[config.mk]
export PLATFORM = sky130hd
export DESIGN_NAME = lif_neuron
export DESIGN_NICKNAME = d
export VERILOG_FILES = /design/src/rtl/lif_neuron.sv
export SDC_FILE = /design/constraint.sdc
export NUM_CORES = 1
export LEC_CHECK = 0
export CORE_ASPECT_RATIO = 0.7
export CORE_MARGIN = 1
export CORE_UTILIZATION = 40
export CTS_CLUSTER_DIAMETER = 50
export DETAILED_ROUTE_END_ITERATION = 16
export PLACE_DENSITY = 0.66
export SLEW_MARGIN = 20
export SYNTH_ARGS = -nofsm -noshare
export SYNTH_HDL_FRONTEND = slang
export SYNTH_SLANG_ARGS = --single-unit
[constraint.sdc]
create_clock -name clk -period 11.45 [get_ports clk]
set_clock_uncertainty 0.2 [all_clocks]
set_input_delay 1.145 -clock clk [delete_from_list [all_inputs] [get_ports clk]]
set_output_delay 1.145 -clock clk [all_outputs]
set_load 0.05 [all_outputs]
[src/rtl/lif_neuron.sv]
// Leaky integrate-and-fire neuron. Pre-synaptic spikes add the current
// synaptic weight to the membrane potential, a shift-based leak is applied
// every LEAK_PERIOD integrating cycles, and crossing THRESHOLD emits a
// one-cycle post_spike followed by an optional refractory period.
module lif_neuron #(
    parameter int VWIDTH         = 16,
    parameter int THRESHOLD      = 200,
    parameter int LEAK_SHIFT     = 3,
    parameter int LEAK_PERIOD    = 4,
    parameter int REFRACT_CYCLES = 5,
    parameter int V_RESET        = 0
) (
    input  logic              clk,
    input  logic              rst_n,
    input  logic              en,
    input  logic              pre_spike,
    input  logic [7:0]        weight,
    output logic              post_spike,
    output logic [VWIDTH-1:0] membrane,
    output logic              refractory,
    output logic [7:0]        spike_count
);

    localparam int LCW = (LEAK_PERIOD > 1) ? $clog2(LEAK_PERIOD) : 1;
    localparam int RCW = (REFRACT_CYCLES > 0) ? $clog2(REFRACT_CYCLES + 1) : 1;

    localparam logic [1:0] ST_INTEGRATE = 2'd0;
    localparam logic [1:0] ST_FIRE      = 2'd1;
    localparam logic [1:0] ST_REFRACT   = 2'd2;

    // Threshold is held one bit wider so values above the membrane range
    // simply never fire instead of wrapping.
    localparam logic [VWIDTH:0]   THR      = (VWIDTH+1)'(THRESHOLD);
    localparam logic [VWIDTH-1:0] V_RST    = VWIDTH'(V_RESET);
    localparam logic [LCW-1:0]    LEAK_TOP = LCW'(LEAK_PERIOD - 1);
    localparam logic [RCW-1:0]    REF_LEN  = RCW'(REFRACT_CYCLES);

    logic [1:0]        state;
    logic [LCW-1:0]    leak_cnt;
    logic [RCW-1:0]    refract_cnt;

    logic              leak_tick;
    logic [VWIDTH-1:0] v1;
    logic [VWIDTH-1:0] v2;
    logic              fire_now;

    // Unsigned add that clamps at the all-ones membrane value.
    function automatic logic [VWIDTH-1:0] sat_add(input logic [VWIDTH-1:0] a,
                                                  input logic [VWIDTH-1:0] b);
        logic [VWIDTH:0] s;
        s = {1'b0, a} + {1'b0, b};
        return s[VWIDTH] ? {VWIDTH{1'b1}} : s[VWIDTH-1:0];
    endfunction

    // Counter increment that sticks at 255.
    function automatic logic [7:0] sat_inc8(input logic [7:0] a);
        return (a == 8'hFF) ? 8'hFF : a + 8'd1;
    endfunction

    // Integration datapath: leak first (a right shift can never exceed the
    // value itself, so no underflow), then the weighted spike with saturation.
    always_comb begin
        leak_tick = (leak_cnt == LEAK_TOP);
        v1        = membrane - (leak_tick ? (membrane >> LEAK_SHIFT) : '0);
        v2        = sat_add(v1, pre_spike ? VWIDTH'(weight) : '0);
        fire_now  = ({1'b0, v2} >= THR);
    end

    // Neuron state machine; en=0 freezes everything but drops post_spike.
    always_ff @(posedge clk) begin
        if (!rst_n) begin
            state       <= ST_INTEGRATE;
            membrane    <= '0;
            post_spike  <= 1'b0;
            refractory  <= 1'b0;
            spike_count <= 8'd0;
            leak_cnt    <= '0;
            refract_cnt <= '0;
        end else if (!en) begin
            post_spike <= 1'b0;
        end else begin
            case (state)
                ST_INTEGRATE: begin
                    membrane <= v2;
                    if (fire_now) begin
                        state      <= ST_FIRE;
                        post_spike <= 1'b1;
                        leak_cnt   <= '0;
                    end else begin
                        leak_cnt <= leak_tick ? '0 : leak_cnt + LCW'(1);
                    end
                end
                ST_FIRE: begin
                    membrane    <= V_RST;
                    spike_count <= sat_inc8(spike_count);
                    post_spike  <= 1'b0;
                    if (REFRACT_CYCLES > 0) begin
                        state       <= ST_REFRACT;
                        refract_cnt <= REF_LEN;
                        refractory  <= 1'b1;
                    end else begin
                        state <= ST_INTEGRATE;
                    end
                end
                ST_REFRACT: begin
                    membrane    <= V_RST;
                    leak_cnt    <= '0;
                    refract_cnt <= refract_cnt - RCW'(1);
                    if (refract_cnt == RCW'(1)) begin
                        state      <= ST_INTEGRATE;
                        refractory <= 1'b0;
                    end
                end
                default: begin
                    state <= ST_INTEGRATE;
                end
            endcase
        end
    end

endmodule

==> results of run 1 <==
==> area by class of cell <==
cell class	instances	area, µm²	share of cell area [%]
Inverter	18	67.56	1.949
Clock buffer	6	82.58	2.382
Tap cell	94	117.6	3.392
Sequential cell	33	660.6	19.05
Clock inverter	1	7.507	0.2165
Multi-Input combinational cell	323	2161	62.32
Timing Repair Buffer	37	370.4	10.68
==> logic make-up after synthesis <==
kind of cell	Yosys count	share of synthesized area, %
adder cells (fa/ha/maj)	32	14.10
flip-flops	33	22.43
buffers and inverters	30	4.205
XOR/XNOR	24	7.392
multiplexers	2	0.6797
AO/OA/AOI/OAI	100	23.03
AND/OR/NAND/NOR	165	28.16
==> worst paths after layout <==
path,cells past startpoint,slack (ns),end
setup reg to reg,19,6.26,leak_cnt[1]$_SDFFE_PN0P_
hold reg to reg,2,0.26,leak_cnt[1]$_SDFFE_PN0P_
hold / removal,2,0.26,leak_cnt[1]$_SDFFE_PN0P_
setup / recovery,19,6.26,leak_cnt[1]$_SDFFE_PN0P_
==> per-stage QoR <==
stage	hold WS [ns]	instances	setup WS [ns]
finish	0.2608	512	6.259
global route	0.2918	512	5.739
CTS	0.2640	512	6.288
detailed placement	0.2539	505	6.227
global placement	0.2491	505	6.327
floorplan	0.2356	386	6.819
==> Yosys cell counts (9+ instances only) <==
library cell and count:
and2_1 10, dfxtp_1 33, nand2_1 48, a21oi_1 35
o21ai_0 16, or3_1 10, a211oi_1 9, xnor2_1 15
nor2_1 45, inv_1 17, ha_1 30
==> state kept, by name, summed over array words and instances, names as in the netlist <==
| signal | flops |
|---|---|
| membrane | 16 |
| refractory | 1 |
| refract_cnt | 3 |
| state | 2 |
| leak_cnt | 2 |
| post_spike | 1 |
| spike_count | 8 |
==> routing by layer <==
metal / routed length [µm] / up-vias / GRT usage [%]
met4: 10 / 0 / 4.127
li1: - / 1449 / -
met1: 3932 / 1294 / 29.57
met2: 3002 / 83 / 30.24
met5: 0 / - / 0
met3: 456 / 2 / 4.170
==> critical path: stages (launching register included) <==
cell      delay (ns)
dfxtp_1         0.35
ha_1            0.50
and2_1          0.21
ha_1            0.16
inv_1           0.05
fa_1            0.42
a211oi_1        0.32
nor2_1          0.10
xor2_1          0.16
ha_1            0.34
nand2_1         0.06
o21ai_0         0.30
o211ai_1        0.19
nor2b_1         0.21
and4bb_1        0.32
and3_1          0.29
nand4_1         0.20
a221oi_4        0.44
nand4b_1        0.16
a21oi_1         0.15
==> power groups by stage <==
stage          logic (mW)  registers, mW  clock network (mW)
4_1_cts             0.760          0.163              0.0943
6_report            0.771          0.163              0.0937
3_3_place_gp        0.744          0.166                   0
3_5_place_dp        0.754          0.165                   0
2_1_floorplan       0.542          0.214                   0
5_1_grt             0.845          0.166               0.102
==> run summary, run 1 <==
Vias in the first global route = 2589
Clk pwr share = 9.1%
Most common cell after layout, fill and taps aside = nand2_1
Core Rows = 25
Top Ports = 38
Setup repair bufs after CTS = 0
Core ar. = 6944 µm²
Status = finished clean
Synthesized cell area = 2945 µm²
DRC Markers = 0
Worst-path fanout max = 14
Sw power = 0.5405 mW
Die height = 73.80 µm
Global-route wire length before repair = 12380 µm
ANT cells = 0
Vias per std cell = 5.523
Asr flop ratio synth = 0%
Critical path endpoint category = register
Crit path DAT = 5.21 ns
Hold_buf cts = 0
Worst vdd ir = 0.1354 mV
Sequential area share after synthesis = 22.43%
R2r startpoint = leak_cnt[0]$_SDFFE_PN0P_
Worst min path class = register to register
Avg Cell Area, Syn = 7.630 µm²
Sw Ratio = 52.60%
Post-route clock period utilization = 45.34%
Post-CTS resize count = 0
Seq cells post-synth = 33
Setup TNS = 0 ns
Post-layout nets = 462
RSZ-0062 raised after global routing = false
Share of post-route cells with drive strength above 1 = 5.981%
Worst setup path startpoint = leak_cnt[0]$_SDFFE_PN0P_
Critical path launch point type = register
RePlAce Congestion = 0.8341
Top_reg_cell synth = dfxtp_1
Pin count of the biggest net entering global routing = 30
Distinct cells, synth = 67
WL/cell = 14.45 µm
# H-tree levels = 2
DP Area = 3377 µm²
Number of synthesized flops with an enable pin = 0
Fillcell total = 678
Total GRT Usage = 20.18%
CP Class = register to register
Maxcap violations = 0
Routed via count = 2828
Die ar. = 7716 µm²
Initial antenna violation count = 0
Largest cells by area after synthesis = dfxtp_1 22%, ha_1 13%, nand2_1 6.1%
Worst Path Required = 11.47 ns
Synth top area share = 22.43%
Hold_sp = leak_cnt[1]$_SDFFE_PN0P_
Comb power frac = 75.0%
Final Max Tran Viols = 0
Gr ovfl total = 0
Antenna Nets Post-Route = 0
DR iter-0 viols = 187
Clk buf depth = 2
Final hold violation count = 0
Root buffer cell = clkbuf_8
CTS tree = built
Final worst path period need = 5.191 ns
Fmax = 192.6 MHz
Setup violations, final = 0
Commonest non-fill, non-tap cells in the layout = 48 x nand2_1, 45 x nor2_1, 37 x clkdlybuf4s50_1, 35 x a21oi_1, 33 x dfxtp_1
Fraction of power consumed by sequential logic = 15.9%
Initial core utilization = 42.41%
Routed WL = 7400 µm
Worst-Margin Slew = 1.038 ns
Clock-pin slew on the worst setup and hold paths = 0.07 ns
Mapped Nets = 430
Largest area contributor in the netlist = dfxtp_1
Yosys warnings = 0
Final HPWL DP = 5600 µm
P_int = 0.4871 mW
Pwr Total = 1.028 mW
Post-layout util = 49.93%
Die Span X = 104.6 µm
Detailed Routing Iterations Pass 1 = 5
Clock Sinks = 33
Worst skew pair latency = 0.29 ns
Leakage Power = 1.371 nW
Slew headroom = 30.83%
Synth Instances = 386
PD cells = 296.4 nW/µm²
CTS Buf Count = 5
Port bufs = 37
Fin area = 3467 µm²
Layout area overhead = 17.71%
(Power assumes the default switching activity.)
==> run 2, diff against run 1 <==
Clock period 11.45 ns to 5.2 ns, I/O delays scaled along.
==> run 2 against run 1 <==
Net effect: sequential share of layout area decreased by 0.24 points; wire length up 0.61%; cell count up 0.59%; via count rose by 0.78%; worst hold slack improved by 0.012 ns; register-to-register slack worse by 5.9 ns.
==> run summary, run 2 (same netlist as run 1, synthesis figures left out) <==
Internal reg-to-reg setup slack = 0.36 ns (was 6.26 ns)
CP Class = register to register (unchanged)
Die height = 73.80 µm (unchanged)
Fillcell total = 694 (was 678)
Fin area = 3512 µm² (was 3467 µm²)
Worst-Margin Slew = 0.9748 ns (was 1.038 ns)
Core Rows = 25 (unchanged)
Sw power = 1.189 mW (was 0.5405 mW)
Largest register by flop count = membrane (unchanged)
Register-to-Register Path Depth = 18 (was 19)
Die ar. = 7716 µm² (unchanged)
Setup violations, final = 0 (unchanged)
Pre-CTS setup slack = 0.3675 ns (was 6.227 ns)
Post-layout nets = 464 (was 462)
Worst vdd ir = 0.3067 mV (was 0.1354 mV)
Biggest regs = membrane: 16 flops, spike_count: 8 flops, refract_cnt: 3 flops (unchanged)
Worst min path class = register to register (unchanged)
R2r startpoint = leak_cnt[0]$_SDFFE_PN0P_ (unchanged)
R2r endpoint = leak_cnt[1]$_SDFFE_PN0P_ (unchanged)
Hold_buf cts = 0 (unchanged)
Slowest CP cell = a221oi_4 (was ha_1)
Vias in the first global route = 2562 (was 2589)
Clock-pin slew on the worst setup and hold paths = 0.07 ns (about the same)
CTS tree = built (unchanged)
Share of post-route cells with drive strength above 1 = 6.651% (was 5.981%)
Comb power frac = 73.2% (was 75.0%)
Top Ports = 38 (unchanged)
Routed via count = 2850 (was 2828)
Worst skew pair latency = 0.28 ns (was 0.29 ns)
Top delay family on crit path = simple AND/OR/NAND/NOR gates (unchanged)
Final WS setup = 0.3568 ns (was 6.259 ns)
Core ar. = 6944 µm² (unchanged)
Cell mode on critical path = ha_1 (unchanged)
Leakage Power = 1.396 nW (was 1.371 nW)
Maxcap violations = 0 (unchanged)
Post-CTS resize count = 0 (unchanged)
Slew headroom = 35.02% (was 30.83%)
Worst Hold End = leak_cnt[1]$_SDFFE_PN0P_ (unchanged)
Most common cell after layout, fill and taps aside = nand2_1 (unchanged)
Clk buf depth = 2 (unchanged)
CP bufs+invs = 1 (unchanged)
Worst-path fanout max = 13 (was 14)
Layout area overhead = 19.24% (was 17.71%)
Port bufs = 37 (unchanged)
Gr ovfl total = 0 (unchanged)
DRC Markers = 0 (unchanged)
Final Max Tran Viols = 0 (unchanged)
P_int = 1.124 mW (was 0.4871 mW)
CTS Buf Count = 5 (unchanged)
# H-tree levels = 2 (unchanged)
Total GRT Usage = 20.03% (was 20.18%)
Antenna Nets Post-Route = 0 (unchanged)
Pin count of the biggest net entering global routing = 30 (unchanged)
Die Span X = 104.6 µm (unchanged)
Worst-path cell chain = ha_1 -> buf_4 -> nand2_1 -> ha_1 -> and2_4 -> a221o_1 -> nor2_1 -> xnor2_1 -> ha_1 -> or3_1 -> o211ai_1 -> nor2b_1 -> and4bb_1 -> and3_1 -> a21o_1 -> a221oi_4 -> nand4b_1 -> a21oi_1 (was ha_1 -> and2_1 -> ha_1 -> inv_1 -> fa_1 -> a211oi_1 -> nor2_1 -> xor2_1 -> ha_1 -> nand2_1 -> o21ai_0 -> o211ai_1 -> nor2b_1 -> and4bb_1 -> and3_1 -> nand4_1 -> a221oi_4 -> nand4b_1 -> a21oi_1)
Hold path cells = 2 (unchanged)
PD cells = 658.5 nW/µm² (was 296.4 nW/µm²)
Worst Path Required = 5.21 ns (was 11.47 ns)
Clock Sinks = 33 (unchanged)
Final worst path period need = 4.843 ns (was 5.191 ns)
Final HPWL DP = 5721 µm (was 5600 µm)
Root buffer cell = clkbuf_8 (unchanged)
Status = finished clean (unchanged)
Max FFs per register = 16 (unchanged)
Critical path endpoint category = register (unchanged)
Initial core utilization = 42.41% (unchanged)
Final hold violation count = 0 (unchanged)
Initial antenna violation count = 0 (unchanged)
Fmax = 206.5 MHz (was 192.6 MHz)
DP Area = 3392 µm² (was 3377 µm²)
RePlAce Congestion = 0.8810 (was 0.8341)
Setup repair bufs after CTS = 0 (unchanged)
Vias per std cell = 5.534 (was 5.523)
Post-route clock period utilization = 93.14% (was 45.34%)
Setup TNS = 0 ns (unchanged)
RSZ-0062 raised after global routing = false (unchanged)
Commonest non-fill, non-tap cells in the layout = 48 x nand2_1, 45 x nor2_1, 37 x clkdlybuf4s50_1, 35 x a21oi_1, 33 x dfxtp_1 (unchanged)
Slowest Stage Delay on Critical Path = 0.38 ns (was 0.50 ns)
ANT cells = 0 (unchanged)
Detailed Routing Iterations Pass 1 = 4 (was 5)
Clk pwr share = 11.1% (was 9.1%)
Routed WL = 7445 µm (was 7400 µm)
WL/cell = 14.46 µm (was 14.45 µm)
Global-route wire length before repair = 12290 µm (was 12380 µm)
Register area = 660.6 µm² (unchanged)
Area of the multi-input gates = 2161 µm² (unchanged)
DR iter-0 viols = 111 (was 187)
Worst setup path startpoint = leak_cnt[0]$_SDFFE_PN0P_ (unchanged)
Hold_sp = leak_cnt[1]$_SDFFE_PN0P_ (unchanged)
Sw Ratio = 51.39% (was 52.60%)
Critical path launch point type = register (unchanged)
Crit path DAT = 4.85 ns (was 5.21 ns)
Fraction of power consumed by sequential logic = 15.7% (was 15.9%)
-- run 2: worst register-to-register path: cells and delay by family, from the launching register on --
family | cells | cell delay (ns)
AOI/OAI and AO/OA | 5 | 1.35
xor gates and xnor gates | 1 | 0.10
adders and majority gates | 3 | 0.74
buffers and inverters | 1 | 0.20
DFF | 1 | 0.36
and+or+nand+nor | 8 | 1.83
-- run 2: cell type report --
class | instances | share of cell area [%]
clock buffer | 6 | 2.351
clock inverter | 2 | 1.069
inverter | 18 | 1.924
multi-input combinational | 323 | 61.52
sequential | 33 | 18.81
tap | 94 | 3.349
timing repair buffer | 39 | 10.97
-- run 2: power groups by stage --
| stage | Sequential (mW) | Combinational (mW) | Clock, mW |
|---|---|---|---|
| after global placement | 0.367 | 1.64 | 0 |
| after floorplan | 0.472 | 1.19 | 0 |
| final | 0.363 | 1.69 | 0.257 |
| after global routing | 0.369 | 1.85 | 0.277 |
| after detailed placement | 0.367 | 1.66 | 0 |
| after CTS | 0.362 | 1.67 | 0.262 |
-- run 2: worst max-delay path by stage --
stage,slack [ns],cells after the start,to
CTS,0.35,18,leak_cnt[1]$_SDFFE_PN0P_
finish,0.36,18,leak_cnt[1]$_SDFFE_PN0P_
detailed placement,0.37,18,leak_cnt[1]$_SDFFE_PN0P_
floorplan,0.57,19,post_spike$_SDFFE_PN0P_
global placement,0.54,20,leak_cnt[0]$_SDFFE_PN0P_
global route,0.006,19,leak_cnt[1]$_SDFFE_PN0P_
-- run 2: metrics by stage --
step	total power [mW]	instances	hold slack [ns]	utilization, %
after floorplan	1.666	386	0.2356	-
after CTS	2.297	515	0.2788	50.58
final	2.313	515	0.2733	50.58
after global placement	2.012	507	0.2461	48.85
after detailed placement	2.029	507	0.2665	48.85
after global routing	2.494	515	0.2941	50.58
-- run 2: per-layer routing --
layer | global-route usage, % | vias up | share of wire [%]
li1 | - | 1458 | -
met1 | 29.55 | 1321 | 53
met2 | 29.80 | 67 | 41
met3 | 3.815 | 4 | 5.1
met4 | 4.444 | 0 | 0.60
met5 | 0 | - | 0
